==> src/rtl/mxalu11u_exec.sv <==
// Request/issue/result sequencer driving an external 8-bit ALU, with an
// accumulator that can source operand A and optionally capture the result.
module mxalu11u_exec (
  input  logic       clk,
  input  logic       rst,
  input  logic       req_valid,
  output logic       req_ready,
  input  logic [3:0] req_opcode,
  input  logic [7:0] req_a,
  input  logic       req_a_acc,
  input  logic [7:0] req_b,
  input  logic       req_wr_acc,
  output logic [3:0] alu_opcode,
  output logic [7:0] alu_a,
  output logic [7:0] alu_b,
  output logic       alu_cs_n,
  input  logic [7:0] alu_f,
  input  logic       alu_cn8_n,
  input  logic       alu_a_b,
  output logic       res_valid,
  input  logic       res_ready,
  output logic [7:0] res_f,
  output logic [3:0] res_flags,
  output logic [7:0] acc,
  output logic [7:0] op_cnt
);

  localparam logic [1:0] IDLE  = 2'd0;
  localparam logic [1:0] ISSUE = 2'd1;
  localparam logic [1:0] DONE  = 2'd2;

  logic [1:0] r_state;
  logic [3:0] r_alu_opcode;
  logic [7:0] r_alu_a;
  logic [7:0] r_alu_b;
  logic       r_wr_acc;
  logic [7:0] r_res_f;
  logic [3:0] r_res_flags;
  logic [7:0] r_acc;
  logic [7:0] r_op_cnt;

  logic       w_accept;
  logic [3:0] w_flags;

  assign req_ready = (r_state == IDLE) | ((r_state == DONE) & res_ready);
  assign w_accept  = req_valid & req_ready;

  // Flags packed as {C, Z, N, E}; carry-out from the ALU is active-low.
  assign w_flags = {~alu_cn8_n, (alu_f == 8'h00), alu_f[7], alu_a_b};

  always_ff @(posedge clk) begin
    if (rst) begin
      r_state      <= IDLE;
      r_alu_opcode <= '0;
      r_alu_a      <= '0;
      r_alu_b      <= '0;
      r_wr_acc     <= 1'b0;
      r_res_f      <= '0;
      r_res_flags  <= '0;
      r_acc        <= '0;
      r_op_cnt     <= '0;
    end else begin
      // Accept is possible from IDLE or from DONE while the result is taken;
      // the accumulator is already updated by then, so back-to-back reads are current.
      if (w_accept) begin
        r_alu_opcode <= req_opcode;
        r_alu_a      <= req_a_acc ? r_acc : req_a;
        r_alu_b      <= req_b;
        r_wr_acc     <= req_wr_acc;
      end

      case (r_state)
        IDLE: begin
          if (w_accept) r_state <= ISSUE;
        end
        ISSUE: begin
          r_res_f     <= alu_f;
          r_res_flags <= w_flags;
          r_op_cnt    <= r_op_cnt + 8'd1;
          if (r_wr_acc) r_acc <= alu_f;
          r_state     <= DONE;
        end
        DONE: begin
          if (res_ready) r_state <= req_valid ? ISSUE : IDLE;
        end
        default: r_state <= IDLE;
      endcase
    end
  end

  assign alu_opcode = r_alu_opcode;
  assign alu_a      = r_alu_a;
  assign alu_b      = r_alu_b;
  assign alu_cs_n   = (r_state != ISSUE);
  assign res_valid  = (r_state == DONE);
  assign res_f      = r_res_f;
  assign res_flags  = r_res_flags;
  assign acc        = r_acc;
  assign op_cnt     = r_op_cnt;

endmodule

==> config.mk <==
export PLATFORM = sky130hd
export DESIGN_NAME = mxalu11u_exec
export DESIGN_NICKNAME = d
export VERILOG_FILES = /design/src/rtl/mxalu11u_exec.sv
export SDC_FILE = /design/constraint.sdc
export NUM_CORES = 1
export LEC_CHECK = 0
export CORE_AREA = 2 2 96 70
export CTS_CLUSTER_SIZE = 28
export DETAILED_ROUTE_END_ITERATION = 8
export DIE_AREA = 0 0 98 72
export GPL_TIMING_DRIVEN = 0
export PLACE_DENSITY = 0.76
export SKIP_LAST_GASP = 1
export SLEW_MARGIN = 20
export SYNTH_ARGS = -nofsm -noshare
export SYNTH_HDL_FRONTEND = slang
export SYNTH_SLANG_ARGS = --single-unit
==> constraint.sdc <==
create_clock -name clk -period 1.25 [get_ports clk]
set_clock_uncertainty 0.05 [all_clocks]
set_input_delay 0.25 -clock clk [delete_from_list [all_inputs] [get_ports clk]]
set_output_delay 0.25 -clock clk [all_outputs]
set_load 0.01 [all_outputs]
# [After elaboration in Yosys (flattened, before gate mapping)]
# Index checks and enable logic that the tools add are counted.
[totals] regBits=51 in_bits=36 out_inout_bits=51 elab_cells=28
[classes] n_addsub=1 n_eq_ne=5 mux=5 bitwise_logic=4 n_reduce_logical=4
[op_table] operator="$add A8 B1 Y8 const B" n=1
[op_table] operator="$logic_not A8 Y1" n=1
[op_table] operator="$mux W8" n=1
[op_table] operator="$pmux W2 S3" n=1
[op_table] operator="$mux W2" n=2
[op_table] operator="$ne A2 B1 Y1 const B" n=2
[op_table] operator="$reduce_and A2 Y1" n=2
[op_table] operator="$and A1 B1 Y1" n=2
[op_table] operator="$eq A2 B1 Y1 const B" n=1
[op_table] operator="$eq A2 B2 Y1 const B" n=1
[op_table] operator="$logic_not A2 Y1" n=1
[op_table] operator="$ne A2 B2 Y1 const B" n=1
[op_table] operator="$mux W1" n=1
[op_table] operator="$not A1 Y1" n=1
[op_table] operator="$or A1 B1 Y1" n=1

# [Longest topological paths before layout]
# Gate-level depths: netlist of run 1.
[logic_depth] word_depth=6 mapped_depth=6 depth_no_buf=4

# [Worst setup path after synthesis of run 1]
# OpenSTA, ideal clock, no wires.
[synth_timing] path_kind="flip-flop to flip-flop" from="register r_op_cnt[0], in the netlist op_cnt[0]" to="register r_op_cnt[6], in the netlist op_cnt[6]" setup_time_ps=70 arrival_ps=1303 required_ps=1130 setup_slack_ps=-174 path_stages_with_launch=5 path_buffers=0 period_less_slack_ps=1424 path_cell_list="dfxtp_1 ha_1 inv_1 or4_1 a21oi_1"
[synth_via] elab_chain_cells=1
[synth_lines] element="start, declared" line="40" rtl="logic [7:0] r_op_cnt;"
[synth_lines] element="start signal, assigned" line="79" rtl="r_op_cnt <= r_op_cnt + 8'd1;"
[synth_lines] element="$add A8 B1 Y8" line="79"
# No other way between the ends.
# A chain may end at the register's enable or synchronous reset.

# [Worst setup path after layout of run 1]
[layout_timing] from="register r_state[0]" to="output alu_cs_n"
[layout_via] elab_chain_cells=1
[layout_lines] element="start, declared" line="32" rtl="logic [1:0] r_state;"
[layout_lines] element="start signal, assigned" line="84" rtl="if (res_ready) r_state <= req_valid ? ISSUE : IDLE;"
[layout_lines] element="$ne A2 B1 Y1" line="94" rtl="assign alu_cs_n = (r_state != ISSUE);"
[layout_lines] element="end, declared" line="16" rtl="output logic alu_cs_n,"
# No other way between the ends.

==> out/results.ini, run 1 <==
[setup_path]
worstSetupEndpointType=primary output
cpPeakStageDelay_ns=0.35
crit_path_cell_trace=nor2b_1 -> buf_4 -> inv_4 -> buf_6 -> buf_6
cp_common_cell=buf_6
start_kind=register
arrival_ns=1.19
crit_required_ns=0.95
cp_slowest_cell=dfxtp_2
critPathKind=reg2out
crit_fanout=2

[yosys]
synthXorXnorAreaFrac_pct=0.844
synth-simple-area-share_pct=17.1
yosysMostFrequentCell=dfxtp_1
yosysTopAreaCell=dfxtp_1
synth_ff_type=dfxtp_1
netlist_top_cells_area=dfxtp_1 48%, mux2i_1 7.7%, a21oi_1 7.2%
synthArstFlopShare_pct=0
synth_top_family_by_area=compound AO/OA/AOI/OAI gates
synthesis.nets=266
synthMuxAreaShare_pct=7.72
yosys.area_share.adder_pct=0.603
synth_edf_count=0
syn_area_um2=2070
ys_warn_count=0
syn_inst=229
synth_compound_area_share_pct=19.5
ys_seq_area_share_pct=48.3
ys_seq_elements=50
synth_commonest_cells=50 x dfxtp_1, 30 x a21oi_1, 22 x nand2_1
avgSynthCellArea_um2=9.06
synth_cell_type_count=32
yosysTopAreaCellShare_pct=48.3

[clocking]
insertion_delay_ns=0.32
cts_tree=done
clock_path_buffers=2
h-tree-depth=2
numCtsBuffers=5
clock_sinks=50
cts_hold_buf=0
clkTransAtPathRegs_ns=0.10
clockRootBuffer=clkbuf_8

[routing]
final_antenna_net_count=0
wl_per_cell_um=17.3
via_count=2249
route.detailed.drc=0
avgViaCountPerCell=5.32
first_iter_violations=68
wl_um=7300
firstDrtPassIters=4

[run]
drv_cap=0

[floorplanning]
die_h_um=72
dieWidth_um=98
ios=87
fp-row-count=24
initial_core_util_pct=34.0
coreArea_um2=6100
dieArea_um2=7060

[global_routing]
grt-ovfl-total=0
grt_pass1_vias=2207
grt_pass1_wl_um=11100
antenna_found_initial=0
grt_max_degree=16
grt_usage_pct=19.7

[timing]
period_share_pct=119
finalSetupViolCount=43
timing.hold.ws_ns=0.411
fmax_ghz=0.672
worst_slack_ns=-0.238
slew_headroom_pct=51.1
worstMarginPinSlew_ns=0.733
slew_violations=0
rsz0062_at_grt=true
period_needed_ns=1.49
hold_viol=0

[placement]
port_buffers=84
place.gp.congestion=0.744
dp_hpwl_um=4630
dp_slack_ns=-0.884

[finish]
final_layout_size_suffix_gt1_share_pct=41.2
final_nets=381
syn_to_final_growth_pct=80.0
diodes=0
n_fill_cell=483

[power]
peakVddDrop_mv=0.564
p_leak_nw=1.49
cellPowerDensity_nw_per_um2=978

[status]
failed_checks=negative setup slack
status=finished with violations

[worst_hold_path]
hold_path.class=reg2reg

## cell usage in the layout, fill, tap and decap left out, types with 14 or more instances in the layout
| cell type | netlist | routed |
|---|---|---|
| clkbuf_2 | 1 | 20 |
| o31ai_4 | 0 | 14 |
| buf_6 | 0 | 17 |
| buf_4 | 2 | 18 |
| clkdlybuf4s15_1 | 0 | 18 |
| clkdlybuf4s50_1 | 0 | 33 |
| dfxtp_1 | 50 | 22 |
| mux2i_1 | 16 | 16 |
| nand2_1 | 22 | 22 |
| dfxtp_2 | 0 | 23 |
| a21oi_1 | 30 | 26 |
## through the flow
step | power [mW] | area [um^2] | std cells | utilization, % | TNS [ns]
finish | 3.65 | 3730 | 423 | 61.3 | -4.18
global route | 3.79 | 3730 | 423 | 61.3 | -6.44
CTS | 3.56 | 3560 | 419 | 58.4 | -2.81
detailed placement | 2.34 | 3040 | 391 | 49.8 | -14.58
global placement | 2.33 | 3040 | 391 | 49.8 | -13.20
floorplan | 2.01 | 2100 | 229 | - | -0.0113
## critical path: cells and delay by family, from the launching register on
kind	cells	cell delay, ns
buffers and inverters	4	0.39
DFF	1	0.35
and+or+nand+nor	1	0.13
## path summary, 6_finish.rpt
kind                                              start                endpoint  slack [ns]  cells after the start
worst max-delay path            r_state[0]$_SDFFE_PP0P_                alu_cs_n       -0.24                      5
worst min-delay path              res_f[2]$_SDFFE_PP0N_   res_f[2]$_SDFFE_PP0N_        0.41                      2
worst max register to register  r_state[0]$_SDFFE_PP0P_  op_cnt[3]$_SDFFE_PP0N_       -0.20                      7
worst min register to register    res_f[2]$_SDFFE_PP0N_   res_f[2]$_SDFFE_PP0N_        0.41                      2
## per-layer routing
metal / GRT usage [%] / up-vias / routed length [um]
met5: 0 / - / 0
met4: 5.56 / 0 / 78
met3: 5.68 / 11 / 520
met2: 33.2 / 82 / 3530
met1: 25.1 / 1081 / 3170
li1: - / 1075 / -
## cell type report
class | count | area (um^2) | share of cell area [%]
repair buffers | 110 | 1020 | 27.2
flip-flops and latches | 50 | 1050 | 28.1
clock buffers | 5 | 68.8 | 1.84
plain buffers | 22 | 180 | 4.82
clock inverters | 3 | 40.0 | 1.07
multi-input cells | 151 | 1260 | 33.8
well taps | 78 | 97.6 | 2.61
inverters | 4 | 18.8 | 0.503
## power by group
group,switching (mW),internal [mW]
Clock,0.558,0.590
Sequential,0.0627,1.67
Combinational,0.373,0.403
Total,0.994,2.66
## timing repair
action | CTS | global route
resized for setup | 160 | 93
endpoints found under the setup margin | 94 | 88
setup buffers | 21 | 7
cloned | 1 | 0
pin swaps | 21 | 12
## state kept, by name, indices dropped and copies added, names as in the netlist
register	count
acc	8
alu_a	8
alu_b	8
op_cnt	8
res_f	7
alu_opcode	4
res_flags	4
r_state	2
r_wr_acc	1
## cell families (layout without fill, tap and decap cells)
kind of cell,count (synthesis),in the layout
fa+ha+maj,1,1
xor+xnor,2,2
flops,50,50
mux,16,16
compound gates,65,65
simple gates,67,67
buf+inv,28,144
No activity file was read; power rests on OpenSTA's default activity.
==> run 2, diff against run 1 <==
--- a/config.mk
+++ b/config.mk
@@ -5,6 +5,7 @@
 export SDC_FILE = /design/constraint.sdc
 export NUM_CORES = 1
 export LEC_CHECK = 0
+export CAP_MARGIN = 20
 export CORE_AREA = 2 2 96 70
 export CTS_CLUSTER_SIZE = 28
 export DETAILED_ROUTE_END_ITERATION = 8
==> results of run 2 <==
Same layout as run 1: the final DEF is identical, and so are final timing and power.
==> run 3, diff against run 2 <==
--- a/config.mk
+++ b/config.mk
@@ -6,12 +6,14 @@
 export NUM_CORES = 1
 export LEC_CHECK = 0
 export CAP_MARGIN = 20
-export CORE_AREA = 2 2 96 70
+export CELL_PAD_IN_SITES_DETAIL_PLACEMENT = 1
+export CELL_PAD_IN_SITES_GLOBAL_PLACEMENT = 2
+export CORE_AREA = 2 2 122 89
 export CTS_CLUSTER_SIZE = 28
 export DETAILED_ROUTE_END_ITERATION = 8
-export DIE_AREA = 0 0 98 72
+export DIE_AREA = 0 0 124 91
 export GPL_TIMING_DRIVEN = 0
-export PLACE_DENSITY = 0.76
+export PLACE_DENSITY = 0.8
 export SKIP_LAST_GASP = 1
 export SLEW_MARGIN = 20
 export SYNTH_ARGS = -nofsm -noshare
==> run 3 against run 2 <==
  * The flow still finishes with violations (negative setup slack)
  * Worst hold slack about the same
  * Final area down 3.5%
  * Global-route usage shrank 6.0 points
  * Cell count increased by 11%
  * Non-clock buffer count decreased by 9
  * Clock power increased by 31%
  * Die area grew 60%
  * Largest cell class unchanged
==> out/results.ini, run 3 (synthesis gave the netlist of run 1 again) <==
[placement]
place.gp.congestion=0.793
postPlaceCellArea_um2=3100
dp_hpwl_um=5400
port_buffers=84

[clocking]
clockRootBuffer=clkbuf_16
clock_sinks=50
h-tree-depth=2
cts_tree=done
clkTransAtPathRegs_ns=0.06
cts_hold_buf=0
clock_path_buffers=2
insertion_delay_ns=0.29
numCtsBuffers=5

[setup_path]
crit_path_cell_trace=nor2b_1 -> buf_4 -> inv_4 -> buf_6 -> buf_6
cpPeakStageDelay_ns=0.36
worstSetupEndpointType=primary output
crit_fanout=4
reg2regPathDepth=4
r2r-end=op_cnt[6]$_SDFFE_PP0N_
cp_slowest_cell=dfxtp_4
cp_num_buf_inv=4
timing.rr.start=r_state[1]$_SDFFE_PP0P_
path_delay_family=buffers and inverters
crit_required_ns=0.95
critPathKind=reg2out
cp_common_cell=buf_6
start_kind=register
arrival_ns=1.17
reg2reg_slack_ns=-0.19

[routing]
final_antenna_net_count=0
via_count=2185
wl_per_cell_um=16.8
first_iter_violations=148
route.detailed.drc=0
firstDrtPassIters=4
wl_um=7880
avgViaCountPerCell=4.67

[run]
drv_cap=0

[timing]
timing.hold.ws_ns=0.412
worstMarginPinSlew_ns=0.560
period_share_pct=118
rsz0062_at_grt=true
period_needed_ns=1.47
hold_viol=0
slew_headroom_pct=62.7
fmax_ghz=0.679
worst_slack_ns=-0.222
finalSetupViolCount=24
slew_violations=0

[global_routing]
grt_pass1_vias=2230
grt-ovfl-total=0
grt_max_degree=15
grt_pass1_wl_um=11900
antenna_found_initial=0
grt_usage_pct=13.8

[status]
failed_checks=negative setup slack
status=finished with violations

[floorplanning]
initial_core_util_pct=20.6
fp-row-count=31
dieArea_um2=11300
dieWidth_um=124
die_h_um=91
coreArea_um2=10100
ios=87

[worst_hold_path]
hold_start=res_f[5]$_SDFFE_PP0N_
hold_path.class=reg2reg
hold_depth=2
hold_end=res_f[5]$_SDFFE_PP0N_

[finish]
final_area_um2=3600
final_nets=372
diodes=0
final_common_cell=dfxtp_1
syn_to_final_growth_pct=73.7
n_fill_cell=1155
final_layout_size_suffix_gt1_share_pct=31.0
seqCellArea_um2=1030
multi_input_area_um2=1130
layout_common_cells=36 x dfxtp_1, 31 x clkdlybuf4s50_1, 25 x a21oi_1

[power]
peakVddDrop_mv=0.411
cellPowerDensity_nw_per_um2=1090
p_leak_nw=1.47

run 3: cell types whose count changed in the layout (fill, tap and decap cells not counted), moves of 3 or more:
| cell | delta |
|---|---|
| clkinv_2 | -3 |
| dfxtp_1 | +14 |
| o31ai_2 | +8 |
| clkdlybuf4s15_1 | -4 |
| clkbuf_16 | +5 |
| buf_6 | -8 |
| clkbuf_2 | -8 |
| o31ai_4 | -9 |
| dfxtp_2 | -14 |
| a311oi_1 | +7 |
| a311oi_2 | -7 |
| dlygate4sd2_1 | +14 |
run 3: layer usage:
| metal | track usage [%] | vias up | wire [um] |
|---|---|---|---|
| li1 | - | 1054 | - |
| met4 | 4.31 | 0 | 87 |
| met1 | 18.4 | 1068 | 3690 |
| met5 | 0 | - | 0 |
| met2 | 20.6 | 55 | 3520 |
| met3 | 4.96 | 8 | 582 |
run 3: worst min-delay path: cells and delay by family, from the launching register on:
kind	cells	cell delay, ns
compound gates	1	0.06
simple gates	1	0.05
flops	1	0.31
run 3: where the power goes:
| part | leakage, nW | internal, mW | switching (mW) |
|---|---|---|---|
| Combinational | 0.974 | 0.350 | 0.331 |
| Clock | 0.0832 | 0.907 | 0.603 |
| Sequential | 0.416 | 1.66 | 0.0579 |
run 3: cell type report:
class                           instances  area share [%]
Sequential cell                        50            28.6
Multi-Input combinational cell        151            31.5
Timing Repair Buffer                  102            25.8
Clock buffer                            8            4.62
Tap cell                              132            4.58
Buffer                                 21            4.41
Inverter                                4           0.486
run 3: what timing repair did:
action | 4_1_cts | 5_1_grt
gates resized for setup | 126 | 72
buffers inserted | 12 | 5
endpoints found under the setup margin | 96 | 75
cloned | 0 | 1
pin swaps | 5 | 12
run 3: worst max-delay path by stage:
stage                                        from                endpoint  slack [ns]  cells past startpoint
after floorplan            op_cnt[1]$_SDFFE_PP0N_  op_cnt[6]$_SDFFE_PP0N_      -0.009                      4
after global placement                  res_ready               req_ready       -0.91                      5
after detailed placement                res_ready               req_ready       -0.92                      5
after CTS                 r_state[1]$_SDFFE_PP0P_                alu_cs_n       -0.25                      5
after global routing      r_state[1]$_SDFFE_PP0P_                alu_cs_n       -0.28                      5
final                     r_state[1]$_SDFFE_PP0P_                alu_cs_n       -0.22                      5
run 3: metrics by stage:
stage / power, mW / worst slack [ns] / std cells / util, % / TNS (ns)
final: 3.91 / -0.222 / 468 / 35.7 / -1.29
after global routing: 4.08 / -0.275 / 468 / 35.7 / -3.75
after CTS: 3.89 / -0.245 / 463 / 34.0 / -2.75
after detailed placement: 2.36 / -0.916 / 445 / 30.8 / -16.86
after global placement: 2.35 / -0.910 / 445 / 30.8 / -15.12
after floorplan: 2.01 / -0.00927 / 229 / - / -0.0113
